`src/rtl/watch_cmd_ctrl_if.sv`:
```
// watch_cmd_ctrl_if: button, UART FIFO and stopwatch control signals of the watch command controller.
interface watch_cmd_ctrl_if;
    logic       btn_run_stop;
    logic       btn_clear;
    logic       btn_change;
    logic       rx_empty;
    logic [7:0] rx_data;
    logic       rd_en;
    logic       enable;
    logic       clear;
    logic       change;
    logic       cmd_err;
    modport master(output btn_run_stop, btn_clear, btn_change, rx_empty, rx_data,
                   input rd_en, enable, clear, change, cmd_err);
    modport slave(input btn_run_stop, btn_clear, btn_change, rx_empty, rx_data,
                  output rd_en, enable, clear, change, cmd_err);
endinterface

```
`src/rtl/watch_cmd_ctrl.sv`:
```
// watch_cmd_ctrl: merges button pulses and UART command bytes into stopwatch run/clear/mode control.
module watch_cmd_ctrl #(
    parameter int EN_UART = 1
) (
    input logic            clk,
    input logic            reset,
    watch_cmd_ctrl_if.slave bus
);
    typedef enum logic [1:0] {STOP, RUN, CLR} state_t;
    typedef enum logic [2:0] {C_NONE, C_RS, C_GO, C_HALT, C_CLR, C_MODE, C_ERR} cmd_t;
    state_t     state, nxt, base;
    cmd_t       cmd, ucmd;
    logic       btn_any;
    logic [7:0] uc;
    assign btn_any = bus.btn_run_stop | bus.btn_clear | bus.btn_change;
    // a button owns the cycle, so the FIFO head stays put and is retried next cycle
    assign bus.rd_en = (EN_UART != 0) && reset && !bus.rx_empty && !btn_any;
    // clearing bit 5 folds lowercase letters onto uppercase; no other byte can alias a command letter
    assign uc = bus.rx_data & 8'hDF;
    always_comb begin
        ucmd = uc == 8'h52 ? C_RS   :
               uc == 8'h47 ? C_GO   :
               uc == 8'h53 ? C_HALT :
               uc == 8'h43 ? C_CLR  :
               uc == 8'h4D ? C_MODE : C_ERR;
        cmd  = bus.btn_clear    ? C_CLR  :
               bus.btn_run_stop ? C_RS   :
               bus.btn_change   ? C_MODE :
               bus.rd_en        ? ucmd   : C_NONE;
        base = state == CLR ? STOP : state;
        nxt  = cmd == C_RS   ? (state == RUN ? STOP : RUN) :
               cmd == C_GO   ? RUN :
               cmd == C_HALT ? STOP :
               cmd == C_CLR  ? (state == RUN ? RUN : CLR) : base;
    end
    always_ff @(posedge clk or negedge reset) begin
        if (!reset) begin
            state       <= STOP;
            bus.enable  <= 1'b0;
            bus.clear   <= 1'b0;
            bus.change  <= 1'b0;
            bus.cmd_err <= 1'b0;
        end else begin
            state       <= nxt;
            bus.enable  <= nxt == RUN;
            bus.clear   <= nxt == CLR;
            bus.change  <= bus.change ^ (cmd == C_MODE);
            bus.cmd_err <= cmd == C_ERR;
        end
    end
endmodule
```
`src/flat_wrapper.sv`:
```
// flat-port wrapper written by rule: the top's interface ports become plain ports
module watch_cmd_ctrl_flat 
#(
    parameter int EN_UART = 1
)
  (clk, reset, bus_btn_run_stop, bus_btn_clear, bus_btn_change, bus_rx_empty, bus_rx_data, bus_rd_en, bus_enable, bus_clear, bus_change, bus_cmd_err);
  watch_cmd_ctrl_if bus_i ();
  input logic clk;
  input logic reset;
  input wire logic [$bits(bus_i.btn_run_stop)-1:0] bus_btn_run_stop;
  input wire logic [$bits(bus_i.btn_clear)-1:0] bus_btn_clear;
  input wire logic [$bits(bus_i.btn_change)-1:0] bus_btn_change;
  input wire logic [$bits(bus_i.rx_empty)-1:0] bus_rx_empty;
  input wire logic [$bits(bus_i.rx_data)-1:0] bus_rx_data;
  output wire logic [$bits(bus_i.rd_en)-1:0] bus_rd_en;
  output wire logic [$bits(bus_i.enable)-1:0] bus_enable;
  output wire logic [$bits(bus_i.clear)-1:0] bus_clear;
  output wire logic [$bits(bus_i.change)-1:0] bus_change;
  output wire logic [$bits(bus_i.cmd_err)-1:0] bus_cmd_err;
  assign bus_i.btn_run_stop = bus_btn_run_stop;
  assign bus_i.btn_clear = bus_btn_clear;
  assign bus_i.btn_change = bus_btn_change;
  assign bus_i.rx_empty = bus_rx_empty;
  assign bus_i.rx_data = bus_rx_data;
  assign bus_rd_en = bus_i.rd_en;
  assign bus_enable = bus_i.enable;
  assign bus_clear = bus_i.clear;
  assign bus_change = bus_i.change;
  assign bus_cmd_err = bus_i.cmd_err;
  watch_cmd_ctrl #(.EN_UART(EN_UART)) u_core (.clk(clk), .reset(reset), .bus(bus_i));
endmodule
```
`config.mk`:
```
export PLATFORM = sky130hd
export DESIGN_NAME = watch_cmd_ctrl_flat
export DESIGN_NICKNAME = d
export VERILOG_FILES = /design/src/rtl/watch_cmd_ctrl_if.sv /design/src/rtl/watch_cmd_ctrl.sv /design/src/flat_wrapper.sv
export SDC_FILE = /design/constraint.sdc
export NUM_CORES = 1
export LEC_CHECK = 0
export ABC_AREA = 1
export ABC_CLOCK_PERIOD_IN_PS = 820
export BUFFER_PORTS_ARGS = -buffer_cell sky130_fd_sc_hd__buf_2
export CORE_AREA = 2 2 39 41
export CTS_CLUSTER_DIAMETER = 120
export CTS_CLUSTER_SIZE = 24
export DETAILED_ROUTE_END_ITERATION = 12
export DIE_AREA = 0 0 41 43
export PLACE_DENSITY_LB_ADDON = 0.12
export SYNTH_ARGS = -nofsm -noshare
export SYNTH_HDL_FRONTEND = slang
export SYNTH_SLANG_ARGS = --single-unit
```
`constraint.sdc`:
```
create_clock -name clk -period 0.82 [get_ports clk]
set_input_delay 0.123 -clock clk [delete_from_list [all_inputs] [get_ports clk]]
set_output_delay 0.123 -clock clk [all_outputs]
set_load 0.05 [all_outputs]
```
Word-level counts from Yosys, hierarchy flattened
Index checks and enable logic that the tools add are counted.
{ "totals": {"ff_bits": 6, "out_inout_bits": 5, "word_cells": 43} }
{ "op_classes": {"n_eq_ne": 15, "mux": 16, "bitwise_logic": 3, "n_reduce_logical": 4} }
{ "ops": {"columns": ["op", "n"], "rows": [
  ["$eq A7 B6 Y1 const B", 5],
  ["$mux W3", 8],
  ["$mux W2", 7],
  ["$eq A3 B3 Y1 const B", 3],
  ["$eq A3 B2 Y1 const B", 2],
  ["$eq A2 B1 Y1 const B", 2],
  ["$eq A2 B2 Y1 const B", 2],
  ["$eq A3 B1 Y1 const B", 1],
  ["$logic_and A1 B1 Y1", 2],
  ["$logic_not A1 Y1", 2],
  ["$or A1 B1 Y1", 2],
  ["$mux W1", 1],
  ["$xor A1 B1 Y1", 1]
]} }

Longest topological paths before layout
{ "logic_depth": {"ltp_word": 16, "ltp_mapped": 14} }

Least setup slack after synthesis
OpenSTA, ideal clock, no wires.
{ "synth_path": {"path_kind": "in2reg", "from": "input bus_btn_clear", "to": "register u_core.state[0]", "setup_time_ns": 0.114, "arrival_ns": 1.288, "t_required_ns": 0.706, "path_slack_ns": -0.583, "path_stages": 12, "path_buffers": 0, "path_cell_list": "inv_2 nand3_2 inv_1 nand2_1 nand2_2 nand2_2 nand2_1 nor2_1 nor2_2 nand2_2 nand2_2 inv_1"} }
{ "synth_via": {"elab_chain_len": 13} }
{ "synth_rtl": {"columns": ["element", "line", "source"], "rows": [
  ["from (decl)", "flat_wrapper.sv:11", "input wire logic [$bits(bus_i.btn_clear)-1:0] bus_btn_clear;"],
  ["$or A1 B1 Y1 * (2 in series)", "watch_cmd_ctrl.sv:15", "assign btn_any = bus.btn_run_stop | bus.btn_clear | bus.btn_change;"],
  ["$logic_not A1 Y1 *", "watch_cmd_ctrl.sv:17", "assign bus.rd_en = (EN_UART != 0) && reset && !bus.rx_empty && !btn_any;"],
  ["$logic_and A1 B1 Y1 *", "watch_cmd_ctrl.sv:17", null],
  ["named net bus_rd_en", "flat_wrapper.sv:15", "output wire logic [$bits(bus_i.rd_en)-1:0] bus_rd_en;"],
  ["$mux W3 *", "watch_cmd_ctrl.sv:29", "bus.rd_en ? ucmd : C_NONE;"],
  ["$mux W3 *", "watch_cmd_ctrl.sv:28", "bus.btn_change ? C_MODE :"],
  ["$mux W3 *", "watch_cmd_ctrl.sv:27", "bus.btn_run_stop ? C_RS :"],
  ["$mux W3 *", "watch_cmd_ctrl.sv:26", "cmd = bus.btn_clear ? C_CLR :"],
  ["$eq A3 B3 Y1", "watch_cmd_ctrl.sv:34", "cmd == C_CLR ? (state == RUN ? RUN : CLR) : base;"],
  ["$mux W2", "watch_cmd_ctrl.sv:34", null],
  ["$mux W2", "watch_cmd_ctrl.sv:33", "cmd == C_HALT ? STOP :"],
  ["$mux W2", "watch_cmd_ctrl.sv:32", "cmd == C_GO ? RUN :"],
  ["$mux W2 *", "watch_cmd_ctrl.sv:31", "nxt = cmd == C_RS ? (state == RUN ? STOP : RUN) :"],
  ["named net u_core.nxt[0]", "watch_cmd_ctrl.sv:11", "state_t state, nxt, base;"],
  ["to (signal assigned)", "watch_cmd_ctrl.sv:44", "state <= nxt;"],
  ["to (decl)", "watch_cmd_ctrl.sv:11", null]
]} }
Mark *: on every way through the listed nets, which the timed path passes. The rest lies on a longest branch.

Worst setup path after layout
{ "layout_path": {"from": "input bus_rx_data[3]", "to": "register u_core.bus.enable"} }
{ "layout_via": {"elab_chain_len": 16} }
{ "layout_rtl": {"columns": ["element", "line", "source"], "rows": [
  ["from (decl)", "flat_wrapper.sv:14", "input wire logic [$bits(bus_i.rx_data)-1:0] bus_rx_data;"],
  ["$eq A7 B6 Y1", "watch_cmd_ctrl.sv:25", "uc == 8'h4D ? C_MODE : C_ERR;"],
  ["$mux W2", "watch_cmd_ctrl.sv:25", null],
  ["$mux W3", "watch_cmd_ctrl.sv:24", "uc == 8'h43 ? C_CLR :"],
  ["$mux W3", "watch_cmd_ctrl.sv:23", "uc == 8'h53 ? C_HALT :"],
  ["$mux W3", "watch_cmd_ctrl.sv:22", "uc == 8'h47 ? C_GO :"],
  ["$mux W3 *", "watch_cmd_ctrl.sv:21", "ucmd = uc == 8'h52 ? C_RS :"],
  ["$mux W3 *", "watch_cmd_ctrl.sv:29", null],
  ["$mux W3 *", "watch_cmd_ctrl.sv:28", null],
  ["$mux W3 *", "watch_cmd_ctrl.sv:27", null],
  ["$mux W3 *", "watch_cmd_ctrl.sv:26", null],
  ["$eq A3 B3 Y1", "watch_cmd_ctrl.sv:34", null],
  ["$mux W2", "watch_cmd_ctrl.sv:34", null],
  ["$mux W2", "watch_cmd_ctrl.sv:33", null],
  ["$mux W2", "watch_cmd_ctrl.sv:32", null],
  ["$mux W2 *", "watch_cmd_ctrl.sv:31", null],
  ["named net u_core.nxt[1]", "watch_cmd_ctrl.sv:11", null],
  ["$eq A2 B1 Y1 *", "watch_cmd_ctrl.sv:45", "bus.enable <= nxt == RUN;"],
  ["to (signal assigned)", "watch_cmd_ctrl.sv:39", "bus.enable <= 1'b0;"],
  ["to (signal assigned)", "watch_cmd_ctrl.sv:45", null],
  ["to (decl)", "watch_cmd_ctrl_if.sv:16", "output rd_en, enable, clear, change, cmd_err);"]
]} }
Marked as above.

==> flow_summary.html <==
<table>
<tr><th>Metric</th><th>Value</th></tr>
<tr><th colspan="2">Die</th></tr>
<tr><td>Initial standard-cell utilization of the core</td><td>37.0%</td></tr>
<tr><td>Floorplan die area</td><td>0.00176 mm²</td></tr>
<tr><td>I/O pin count</td><td>19</td></tr>
<tr><td>Core area</td><td>0.00138 mm²</td></tr>
<tr><td>DIE HEIGHT</td><td>43 µm</td></tr>
<tr><td>Site row count</td><td>14</td></tr>
<tr><td>Die extent in x</td><td>41 µm</td></tr>
<tr><th colspan="2">Synth</th></tr>
<tr><td>Yosys reg bits</td><td>6</td></tr>
<tr><td>Number of unique standard cell types used by synthesis</td><td>16</td></tr>
<tr><td>Cells after Synth</td><td>79</td></tr>
<tr><td>Top cells by area, synth</td><td>sky130_fd_sc_hd__dfrtp_1, sky130_fd_sc_hd__nand2_1, sky130_fd_sc_hd__nor2_2</td></tr>
<tr><td>Cell with the most instances after synthesis</td><td>sky130_fd_sc_hd__nand2_1</td></tr>
<tr><td>Cell area after synthesis</td><td>512 µm²</td></tr>
<tr><td>Number of enable flip-flop cells after synthesis</td><td>0</td></tr>
<tr><td>Fraction of post-synthesis cell area in the top cell type by area</td><td>29.3%</td></tr>
<tr><td>Post-synthesis cell type with the largest combined area</td><td>sky130_fd_sc_hd__dfrtp_1</td></tr>
<tr><td>Fraction of the yosys area taken by sequential cells</td><td>29.3%</td></tr>
<tr><td>Ys flop type</td><td>sky130_fd_sc_hd__dfrtp_1</td></tr>
<tr><td>Fraction of synthesis flops using an asynchronous set or reset pin</td><td>100%</td></tr>
<tr><td>Top cells by instance count after synthesis</td><td>sky130_fd_sc_hd__nand2_1, sky130_fd_sc_hd__inv_1, sky130_fd_sc_hd__nor2_1</td></tr>
<tr><td>Syn nets</td><td>93</td></tr>
<tr><td>Number of warnings issued by yosys</td><td>0</td></tr>
<tr><td>Mean area per synthesized cell</td><td>6.48 µm²</td></tr>
<tr><th colspan="2">Cells and area</th></tr>
<tr><td>Final-layout fill cell count</td><td>99</td></tr>
<tr><td>Final standard cell utilization of the core</td><td>75.4%</td></tr>
<tr><td>Inserted Diodes</td><td>0</td></tr>
<tr><td>Area added between synthesis and finish</td><td>104%</td></tr>
<tr><td># nets final</td><td>130</td></tr>
<tr><td>Multi-input combinational cell area</td><td>447 µm²</td></tr>
<tr><td>Proportion of layout cells with a drive suffix above 1</td><td>71.1%</td></tr>
<tr><td>Sequential cell area in the final layout</td><td>150 µm²</td></tr>
<tr><th colspan="2">Global route</th></tr>
<tr><td>Number of antenna violations at the first check in global routing</td><td>0</td></tr>
<tr><td>Total congestion overflow</td><td>0</td></tr>
<tr><td>Largest net degree at the start of global routing</td><td>7</td></tr>
<tr><td>All-layer global routing usage</td><td>18.5%</td></tr>
<tr><td>Wire length of the first global-routing pass</td><td>2.15 mm</td></tr>
<tr><td>Vias in the first global route</td><td>550</td></tr>
<tr><th colspan="2">Power</th></tr>
<tr><td>Switching share of power</td><td>44.4%</td></tr>
<tr><td>Power Internal</td><td>0.996 mW</td></tr>
<tr><td>Clock share of power</td><td>14.7%</td></tr>
<tr><td>Leakage</td><td>0.486 nW</td></tr>
<tr><td>Worst ir drop on vdd</td><td>1610 µV</td></tr>
<tr><td>Logic gate share of total power</td><td>58.3%</td></tr>
<tr><td>Pwr Density</td><td>1720 mW/mm²</td></tr>
<tr><td>Net switching power</td><td>0.795 mW</td></tr>
<tr><td>Part of the power in registers</td><td>27.0%</td></tr>
<tr><th colspan="2">Timing</th></tr>
<tr><td>Crit share post-route</td><td>144%</td></tr>
<tr><td>Unrepaired setup endpoints after global routing</td><td>true</td></tr>
<tr><td>Fmax</td><td>845 MHz</td></tr>
<tr><td>Worst path setup slack after routing</td><td>-364 ps</td></tr>
<tr><td>Slew Limit Fails</td><td>0</td></tr>
<tr><td>Transition time at the pin with the least slew margin</td><td>167 ps</td></tr>
<tr><td>Worst slew margin relative to its limit</td><td>88.9%</td></tr>
<tr><td>Post-Route Hold Slack</td><td>307 ps</td></tr>
<tr><td>Setup skew after layout</td><td>6.66 ps</td></tr>
<tr><td>Hold violation count in the final report</td><td>0</td></tr>
<tr><td>Crit path time final</td><td>1180 ps</td></tr>
<tr><td>Setup violators final</td><td>11</td></tr>
<tr><th colspan="2">Routing</th></tr>
<tr><td>Sum of routed wire length over all layers</td><td>1.48 mm</td></tr>
<tr><td>Remaining design rule violation count</td><td>0</td></tr>
<tr><td>1st-pass router iterations</td><td>2</td></tr>
<tr><td>Post-DR wirelength/cell</td><td>11.4 µm</td></tr>
<tr><td>Vias per Instance</td><td>4.71</td></tr>
<tr><td>Final ANT Viol Nets</td><td>0</td></tr>
<tr><td>Vias after detailed routing</td><td>612</td></tr>
<tr><td>Initial DRC count</td><td>5</td></tr>
<tr><th colspan="2">Critical path</th></tr>
<tr><td>Critical Setup Path Class</td><td>in -&gt; reg</td></tr>
<tr><td>Cell-by-cell trace of the critical path</td><td>buf_8 &gt; nor2_4 &gt; nand2_2 &gt; nor2_4 &gt; nor2_4 &gt; nand2_1 &gt; nand2_1 &gt; nand2_2 &gt; nand2_4 &gt; a21oi_2 &gt; nand3b_1 &gt; inv_2 &gt; nor2_2</td></tr>
<tr><td>Critical Path RT</td><td>990 ps</td></tr>
<tr><td>Slowest Stage Delay on Critical Path</td><td>180 ps</td></tr>
<tr><td>Slowest library cell on the worst path</td><td>sky130_fd_sc_hd__nand3b_1</td></tr>
<tr><td>Type of element launching the critical path</td><td>input port</td></tr>
<tr><td>Crit Path Max Fanout</td><td>5</td></tr>
<tr><td>Dominant cell type by count on the critical path</td><td>sky130_fd_sc_hd__nor2_4</td></tr>
<tr><td>Crit path capture type</td><td>flop</td></tr>
<tr><td>Signal arrival time at the worst endpoint</td><td>1360 ps</td></tr>
<tr><th colspan="2">Placed design</th></tr>
<tr><td>RD Place Congestion</td><td>0.721</td></tr>
<tr><td>Dpl hpwl</td><td>870 µm</td></tr>
<tr><td>Port buffer count</td><td>17</td></tr>
<tr><th colspan="2">Clock tree</th></tr>
<tr><td>CTS tree</td><td>built</td></tr>
<tr><td>Root Buffer</td><td>sky130_fd_sc_hd__clkbuf_4</td></tr>
<tr><td>Clock transition at the register clock pins on the worst setup and hold paths after CTS</td><td>50 ps</td></tr>
<tr><td>Htree depth</td><td>1</td></tr>
<tr><td>Clock Sinks</td><td>6</td></tr>
<tr><td>CTS Buffer Depth</td><td>2</td></tr>
<tr><td>Later-pin clock latency in the skew report</td><td>240 ps</td></tr>
<tr><td>Number of buffers inserted during clock tree synthesis</td><td>3</td></tr>
<tr><th colspan="2">Flow run</th></tr>
<tr><td>Maximum Capacitance Violations</td><td>0</td></tr>
<tr><th colspan="2">Run status</th></tr>
<tr><td>Violated checks</td><td>setup timing</td></tr>
<tr><td>Status</td><td>complete, but fails checks</td></tr>
<tr><th colspan="2">Min path</th></tr>
<tr><td>Worst hold path type</td><td>in -&gt; reg</td></tr>
</table>
worst max-delay path, delay by kind of cell:
| family | cells | cell delay (ps) |
|---|---|---|
| AND/OR/NAND/NOR | 10 | 980 |
| buffers and inverters | 2 | 160 |
| AO/OA/AOI/OAI | 1 | 100 |
stage by stage:
step                worst slack [ps]  total power [mW]  instance area [µm²]  TNS (ps)  cells
finish                          -364              1.79                 1040     -2310    130
global route                    -420              1.91                 1040     -2860    130
CTS                             -312              1.73                  972     -2060    128
detailed placement              -579              1.21                  688     -3280    118
global placement                -567              1.21                  688     -3180    118
floorplan                       -435              1.03                  538     -2190     79
final timing paths:
check | slack, ps | start | depth (start not counted) | endpoint
min in group asynchronous | 320 | reset | 3 | u_core.bus.cmd_err
min | 310 | bus_btn_clear | 4 | u_core.bus.cmd_err
min reg2reg | 560 | u_core.bus.change | 2 | u_core.bus.change
max in group asynchronous | 380 | reset | 3 | u_core.state[0]
max reg2reg | -130 | u_core.state[0] | 6 | u_core.bus.enable
max | -360 | bus_rx_data[3] | 13 | u_core.bus.enable
layout make-up:
| class | instances | share of cell area [%] |
|---|---|---|
| Sequential cell | 6 | 14.4 |
| Clock buffer | 3 | 2.16 |
| Inverter | 15 | 7.67 |
| Timing Repair Buffer | 32 | 31.1 |
| Multi-Input combinational cell | 58 | 42.8 |
| Tap cell | 16 | 1.92 |
kinds of logic (layout without fill, tap and decap cells):
group                     Yosys count  after routing  share of synthesized area [%]
AOI/OAI and AO/OA                   5              5                           4.89
xor gates and xnor gates            1              1                           1.71
buffers and inverters              15             50                           11.0
DFF                                 6              6                           29.3
and+or+nand+nor                    52             52                           53.1
cells in the final DEF (no fill, tap or decap), drive strengths merged:
master and instances:
buf 31, nand3 7, nor2 20, nand3b 2
dlygate4sd3 1, clkinvlp 1, nand2 22, a21oi 4
clkbuf 3, dfrtp 6, xor2 1, nand4 1
inv 14, o21ai 1
timing repair:
action                                  4_1_cts  5_1_grt
buffers inserted                              8        3
pin swaps                                    31       19
endpoints found under the setup margin       11       11
hold buffers                                  1        0
hold endpoints to repair                      6        0
resized for setup                            57       18
registers in the layout, summed over array words and instances (netlist names):
register,count
u_core.bus.enable,1
u_core.bus.clear,1
u_core.bus.cmd_err,1
u_core.bus.change,1
u_core.state,2
power by group through the flow:
stage	Sequential [mW]	Clock [mW]	Combinational, mW
after floorplan	0.730	0	0.295
after global placement	0.463	0	0.745
after detailed placement	0.466	0	0.746
after CTS	0.475	0.277	0.978
after global routing	0.501	0.301	1.11
final	0.483	0.263	1.04
layer usage:
layer  track usage, %  vias up  part of all wire [%]
li1                 -      311                     -
met1             17.4      286                    33
met2             35.0       15                    63
met3             9.42        0                   4.1
met4                0        0                     0
met5                0        -                     0
Power figures use the tool's default switching activity.
